### config.mk
export PLATFORM = sky130hd
export DESIGN_NAME = uart_rx_fifo_flat
export DESIGN_NICKNAME = d
export VERILOG_FILES = /design/src/rtl/uart_rx_fifo_if.sv /design/src/rtl/uart_rx_fifo.sv /design/src/flat_wrapper.sv
export SDC_FILE = /design/constraint.sdc
export NUM_CORES = 1
export LEC_CHECK = 0
export BUFFER_PORTS_ARGS = -buffer_cell sky130_fd_sc_hd__buf_4
export CORE_MARGIN = 5
export CORE_UTILIZATION = 63
export CTS_BUF_LIST = sky130_fd_sc_hd__clkbuf_8
export DETAILED_ROUTE_END_ITERATION = 8
export PLACE_DENSITY = 0.78
export SYNTH_ARGS = -nofsm -noshare
export SYNTH_HDL_FRONTEND = slang
export SYNTH_SLANG_ARGS = --single-unit
export TNS_END_PERCENT = 50
### constraint.sdc
create_clock -name Clk -period 2.51 [get_ports Clk]
set_clock_uncertainty 0.05 [all_clocks]
set_input_delay 0.1255 -clock Clk [delete_from_list [all_inputs] [get_ports Clk]]
set_output_delay 0.1255 -clock Clk [all_outputs]
set_load 0.01 [all_outputs]
### src/rtl/uart_rx_fifo_if.sv
// Read-side first-word-fall-through stream of the UART receive FIFO.
// master = FIFO (drives data/valid), slave = consumer (drives ready).
interface uart_rx_fifo_if;
  logic [7:0] rd_data;
  logic       rd_valid;
  logic       rd_ready;

  modport master (output rd_data, output rd_valid, input rd_ready);
  modport slave  (input rd_data, input rd_valid, output rd_ready);
endinterface

### src/rtl/uart_rx_fifo.sv
// Receive byte buffer behind the UART RX controller: drains the holding register, FWFT read side,
// sticky status. Optional macro UART_RX_FIFO_THRESH_EN makes rx_irq a level-threshold interrupt.
//
// state    | meaning
// S_IDLE   | waiting for a held byte with room in the FIFO
// S_UNLOAD | byte written; Unload_data high for this one cycle
module uart_rx_fifo #(
  parameter int DEPTH     = 16,
  parameter int CNT_W     = $clog2(DEPTH) + 1,
  parameter int THRESHOLD = 8
) (
  input  logic             Clk,
  input  logic             Resetn,
  input  logic [7:0]       RX_data,
  input  logic             RX_empty,
  input  logic             RX_overrun,
  input  logic             RX_frame_error,
  output logic             Unload_data,
  input  logic             flush,
  input  logic             clear_flags,
  uart_rx_fifo_if.master   rd,
  output logic [CNT_W-1:0] count,
  output logic             full,
  output logic             overrun_sticky,
  output logic             frame_err_sticky,
  output logic             rx_irq
);

  localparam int PTR_W = $clog2(DEPTH);

  typedef enum logic {S_IDLE, S_UNLOAD} state_t;

  state_t           state;
  logic [7:0]       mem [DEPTH];
  logic [PTR_W-1:0] wr_ptr;
  logic [PTR_W-1:0] rd_ptr;
  logic             valid;
  logic             push;
  logic             pop;
  logic [CNT_W-1:0] count_nxt;
  logic             irq_nxt;

  assign valid       = (count != '0);
  assign push        = (state == S_IDLE) && !RX_empty && !full;
  assign pop         = valid && rd.rd_ready;
  assign rd.rd_valid = valid;
  assign rd.rd_data  = valid ? mem[rd_ptr] : 8'h00;

  always_comb begin
    count_nxt = count;
    if (flush)
      count_nxt = '0;
    else if (push && !pop)
      count_nxt = count + 1'b1;
    else if (pop && !push)
      count_nxt = count - 1'b1;
  end

`ifdef UART_RX_FIFO_THRESH_EN
  assign irq_nxt = (count_nxt >= CNT_W'(THRESHOLD));
`else
  // THRESHOLD only matters for the threshold-interrupt build
  wire [31:0] unused_threshold = THRESHOLD;
  assign irq_nxt = (count_nxt != '0);
`endif

  always_ff @(posedge Clk) begin
    if (!Resetn) begin
      state            <= S_IDLE;
      Unload_data      <= 1'b0;
      wr_ptr           <= '0;
      rd_ptr           <= '0;
      count            <= '0;
      full             <= 1'b0;
      rx_irq           <= 1'b0;
      overrun_sticky   <= 1'b0;
      frame_err_sticky <= 1'b0;
    end else begin
      // RX_empty is not looked at in S_UNLOAD: the controller updates it at the end of that cycle
      case (state)
        S_IDLE: begin
          Unload_data <= push;
          if (push)
            state <= S_UNLOAD;
        end
        S_UNLOAD: begin
          Unload_data <= 1'b0;
          state       <= S_IDLE;
        end
        default: begin
          Unload_data <= 1'b0;
          state       <= S_IDLE;
        end
      endcase

      // flush drops a same-cycle push, yet the byte is still unloaded from the controller
      if (flush) begin
        wr_ptr <= '0;
        rd_ptr <= '0;
      end else begin
        if (push)
          wr_ptr <= wr_ptr + 1'b1;
        if (pop)
          rd_ptr <= rd_ptr + 1'b1;
      end

      count  <= count_nxt;
      full   <= (count_nxt == CNT_W'(DEPTH));
      rx_irq <= irq_nxt;

      if (RX_overrun)
        overrun_sticky <= 1'b1;
      else if (clear_flags)
        overrun_sticky <= 1'b0;

      if (RX_frame_error)
        frame_err_sticky <= 1'b1;
      else if (clear_flags)
        frame_err_sticky <= 1'b0;
    end
  end

  always_ff @(posedge Clk) begin
    if (Resetn && push && !flush)
      mem[wr_ptr] <= RX_data;
  end

endmodule

### src/flat_wrapper.sv
// flat-port wrapper written by rule: the top's interface ports become plain ports
module uart_rx_fifo_flat 
#(
  parameter int DEPTH     = 16,
  parameter int CNT_W     = $clog2(DEPTH) + 1,
  parameter int THRESHOLD = 8
)
  (Clk, Resetn, RX_data, RX_empty, RX_overrun, RX_frame_error, Unload_data, flush, clear_flags, count, full, overrun_sticky, frame_err_sticky, rx_irq, rd_rd_data, rd_rd_valid, rd_rd_ready);
  uart_rx_fifo_if rd_i ();
  input  logic Clk;
  input  logic Resetn;
  input  logic [7:0] RX_data;
  input  logic RX_empty;
  input  logic RX_overrun;
  input  logic RX_frame_error;
  output logic Unload_data;
  input  logic flush;
  input  logic clear_flags;
  output logic [CNT_W-1:0] count;
  output logic full;
  output logic overrun_sticky;
  output logic frame_err_sticky;
  output logic rx_irq;
  output wire logic [$bits(rd_i.rd_data)-1:0] rd_rd_data;
  output wire logic [$bits(rd_i.rd_valid)-1:0] rd_rd_valid;
  input wire logic [$bits(rd_i.rd_ready)-1:0] rd_rd_ready;
  assign rd_rd_data = rd_i.rd_data;
  assign rd_rd_valid = rd_i.rd_valid;
  assign rd_i.rd_ready = rd_rd_ready;
  uart_rx_fifo #(.DEPTH(DEPTH), .CNT_W(CNT_W), .THRESHOLD(THRESHOLD)) u_core (.Clk(Clk), .Resetn(Resetn), .RX_data(RX_data), .RX_empty(RX_empty), .RX_overrun(RX_overrun), .RX_frame_error(RX_frame_error), .Unload_data(Unload_data), .flush(flush), .clear_flags(clear_flags), .rd(rd_i), .count(count), .full(full), .overrun_sticky(overrun_sticky), .frame_err_sticky(frame_err_sticky), .rx_irq(rx_irq));
endmodule
==> insert_results.sql <==
INSERT INTO impl_metrics (metric_group, metric, value, unit) VALUES
('outcome', 'run_status', 'complete, but fails checks', ''),
('outcome', 'violations_in_the_final_reports', 'setup timing', ''),
('yosys', 'netlist_instances', '322', ''),
('yosys', 'synthTopCellsByCount', 'sky130_fd_sc_hd__edfxtp_1, sky130_fd_sc_hd__mux4_2, sky130_fd_sc_hd__nor2_1', ''),
('grt', 'grt_pass1_wl', '18530', 'um'),
('power_and_ir_drop', 'leakagePower', '2.442', 'nW'),
('yosys', 'synth_nets', '345', ''),
('cells_and_area', 'layout.nets', '433', ''),
('clocking', 'path_clk_slew', '0.09', 'ns'),
('run', 'count_of_max_cap_constraint_violations', '0', ''),
('drt', 'first_iter_violations', '228', ''),
('drt', 'drc_errors', '0', ''),
('worst_setup_path', 'worstSetupStartpointType', 'flip-flop', ''),
('yosys', 'synth-warning-count', '0', ''),
('worst_setup_path', 'timing.critical_path.required', '2.33', 'ns'),
('yosys', 'ys_seq_area_share', '71.32', '%'),
('floorplanning', 'die_area', '0.01159', 'mm^2'),
('sta', 'setup-tns-final', '-0.001162', 'ns'),
('clocking', 'tritoncts.num_buffers', '17', ''),
('placement', 'dpl-instance-area', '0.006624', 'mm^2'),
('floorplanning', 'die_height', '107.6', 'um'),
('placement', 'numPortBuffers', '34', ''),
('yosys', 'synth_area_per_cell', '18.66', 'um^2'),
('drt', 'via_count', '3236', ''),
('worst_setup_path', 'worst_r2r_endpoint', 'u_core.rx_irq$_SDFF_PN0_', ''),
('worst_setup_path', 'reg2regPathDepth', '8', ''),
('sta', 'final_critical_path_setup_slack', '-0.001162', 'ns'),
('clocking', 'clock_sinks', '150', ''),
('yosys', 'netlist_area_pre_place', '0.006007', 'mm^2'),
('clocking', 'clock_tree_from_tritoncts', 'yes', ''),
('grt', 'gr-total-overflow', '0', ''),
('clocking', 'max-clock-path-buffers', '2', ''),
('floorplanning', 'num_rows', '35', ''),
('worst_hold_path', 'hp-start', 'flush', ''),
('yosys', 'fraction_of_registers_with_async_set_or_reset_after_synthesis', '0', '%'),
('sta', 'tightestPinTransition', '0.5159', 'ns'),
('power_and_ir_drop', 'ir_worst_vdd', '0.0003276', 'V'),
('yosys', 'yosys_most_used_dff', 'sky130_fd_sc_hd__edfxtp_1', ''),
('sta', 'slew-limit-headroom', '65.56', '%'),
('floorplanning', 'initial_utilization', '64.70', '%'),
('drt', 'route.met2.wl', '6484', 'um'),
('placement', 'place_hpwl', '7725', 'um'),
('worst_setup_path', 'r2r_setup_slack', '0.11', 'ns'),
('placement', 'place_congestion', '0.8925', ''),
('yosys', 'yosys.cell_types.count', '48', ''),
('cells_and_area', 'final_cell_count_no_fill', '552', ''),
('grt', 'overall_routing_resource_usage', '22.23', '%'),
('yosys', 'synth_largest_type_area_fraction', '63.99', '%'),
('sta', 'min_period_over_period', '100.0', '%'),
('worst_setup_path', 'setup.worst_path.end_class', 'primary output', ''),
('cells_and_area', 'antenna_cells', '0', ''),
('clocking', 'worstSkewPairLatency', '0.43', 'ns'),
('drt', 'wirelength', '11900', 'um'),
('yosys', 'synth_top_area_cell', 'sky130_fd_sc_hd__edfxtp_1', ''),
('drt', 'highest-signal-layer', 'met4', ''),
('cells_and_area', 'fillerInstances', '523', ''),
('worst_hold_path', 'min_delay_path_depth', '3', ''),
('drt', 'routed_via_density', '5.862', ''),
('worst_hold_path', 'min_to', 'u_core.count[3]$_SDFF_PN0_', ''),
('placement', 'post-place-cells', '503', ''),
('sta', 'finalHoldViolCount', '0', ''),
('grt', 'grt_pass1_vias', '3392', ''),
('worst_setup_path', 'crit_arrival', '2.34', 'ns'),
('sta', 'finalSetupViolations', '1', ''),
('cells_and_area', 'multi_input_comb_area', '0.001637', 'mm^2'),
('grt', 'maximum_number_of_pins_on_one_net_before_global_route_repair', '33', ''),
('clocking', 'root_buffer', 'sky130_fd_sc_hd__clkbuf_8', ''),
('placement', 'detailedPlace.worstSlack', '0.1672', 'ns'),
('cells_and_area', 'drive_gt1_share', '38.53', '%'),
('power_and_ir_drop', 'power_per_cell_area', '642.8', 'mW/mm^2'),
('sta', 'finalHoldWorstSlack', '0.02921', 'ns');
cell type report:
cell class	count	share of cell area (%)
clock inverter	15	1.659
sequential	150	59.24
tap	129	2.230
clock buffer	17	3.232
inverter	6	0.3111
multi-input combinational	151	22.61
timing repair buffer	84	10.72
worst max-delay path: stages (launching register included):
cell                      delay [ns]
sky130_fd_sc_hd__dfxtp_4        0.45
sky130_fd_sc_hd__buf_12         0.16
sky130_fd_sc_hd__mux4_2         0.55
sky130_fd_sc_hd__mux4_2         0.49
sky130_fd_sc_hd__and2_4         0.15
sky130_fd_sc_hd__buf_6          0.11
state kept, by name, summed over array words and instances (netlist names), named ones only:
signal                   count
u_core.count                 5
u_core.frame_err_sticky      1
u_core.full                  1
u_core.mem                 128
u_core.overrun_sticky        1
u_core.rd_ptr                4
u_core.rx_irq                1
u_core.state                 1
u_core.wr_ptr                4
how the worst max path moves through the flow:
stage / startpoint / to / slack, ns / cells after the start
after floorplan: u_core.count[0]$_SDFF_PN0_ / u_core.rx_irq$_SDFF_PN0_ / 0.23 / 8
after global placement: u_core.count[0]$_SDFF_PN0_ / u_core.rx_irq$_SDFF_PN0_ / 0.23 / 8
after detailed placement: u_core.count[0]$_SDFF_PN0_ / u_core.rx_irq$_SDFF_PN0_ / 0.17 / 8
after CTS: flip-flop / rd_rd_data[3] / -0.04 / 6
after global routing: flip-flop / rd_rd_data[3] / -0.08 / 5
final: flip-flop / rd_rd_data[3] / -0.001 / 5
logic make-up after synthesis:
group	after synthesis	synth area share, %
AOI/OAI and AO/OA	16	1.874
xor gates and xnor gates	6	0.8748
adders and majority gates	7	1.458
buffers and inverters	21	1.812
DFF	150	71.32
muxes	42	15.41
and+or+nand+nor	80	7.249
timing repair:
action | CTS | global route
gates cloned | 1 | 2
endpoints found under the setup margin | 8 | 9
buffers inserted | 1 | 0
pin swaps | 3 | 4
hold buffers | 14 | 0
hold endpoints to repair | 135 | 0
gates resized for setup | 10 | 11
layer usage:
metal	vias up	GRT usage, %
li1	1455	-
met1	1661	29.18
met2	114	37.92
met3	6	4.919
met4	0	5.951
met5	-	0
cells in the final DEF (no fill, tap or decap), drive strengths merged, types with 2 or more instances in the layout:
cell type,count
nor3b,2
ha,7
nand2,18
nand4,4
xor2,4
nand2b,2
nor2,24
nor4b,3
and2,11
mux4,40
buf,68
o21a,2
edfxtp,128
or3,2
dlygate4sd3,14
nand3,2
nor3,6
clkinv,5
o21ai,3
xnor2,2
a311oi,2
a21oi,4
inv,13
clkinvlp,3
nor2b,2
a211oi,2
clkbuf,19
dfxtp,22
power breakdown:
part           switching (mW)  total (mW)  internal (mW)
clock network           0.937        1.64          0.707
registers              0.0106        2.72           2.71
logic                   0.141       0.289          0.148
(Power assumes the default switching activity.)
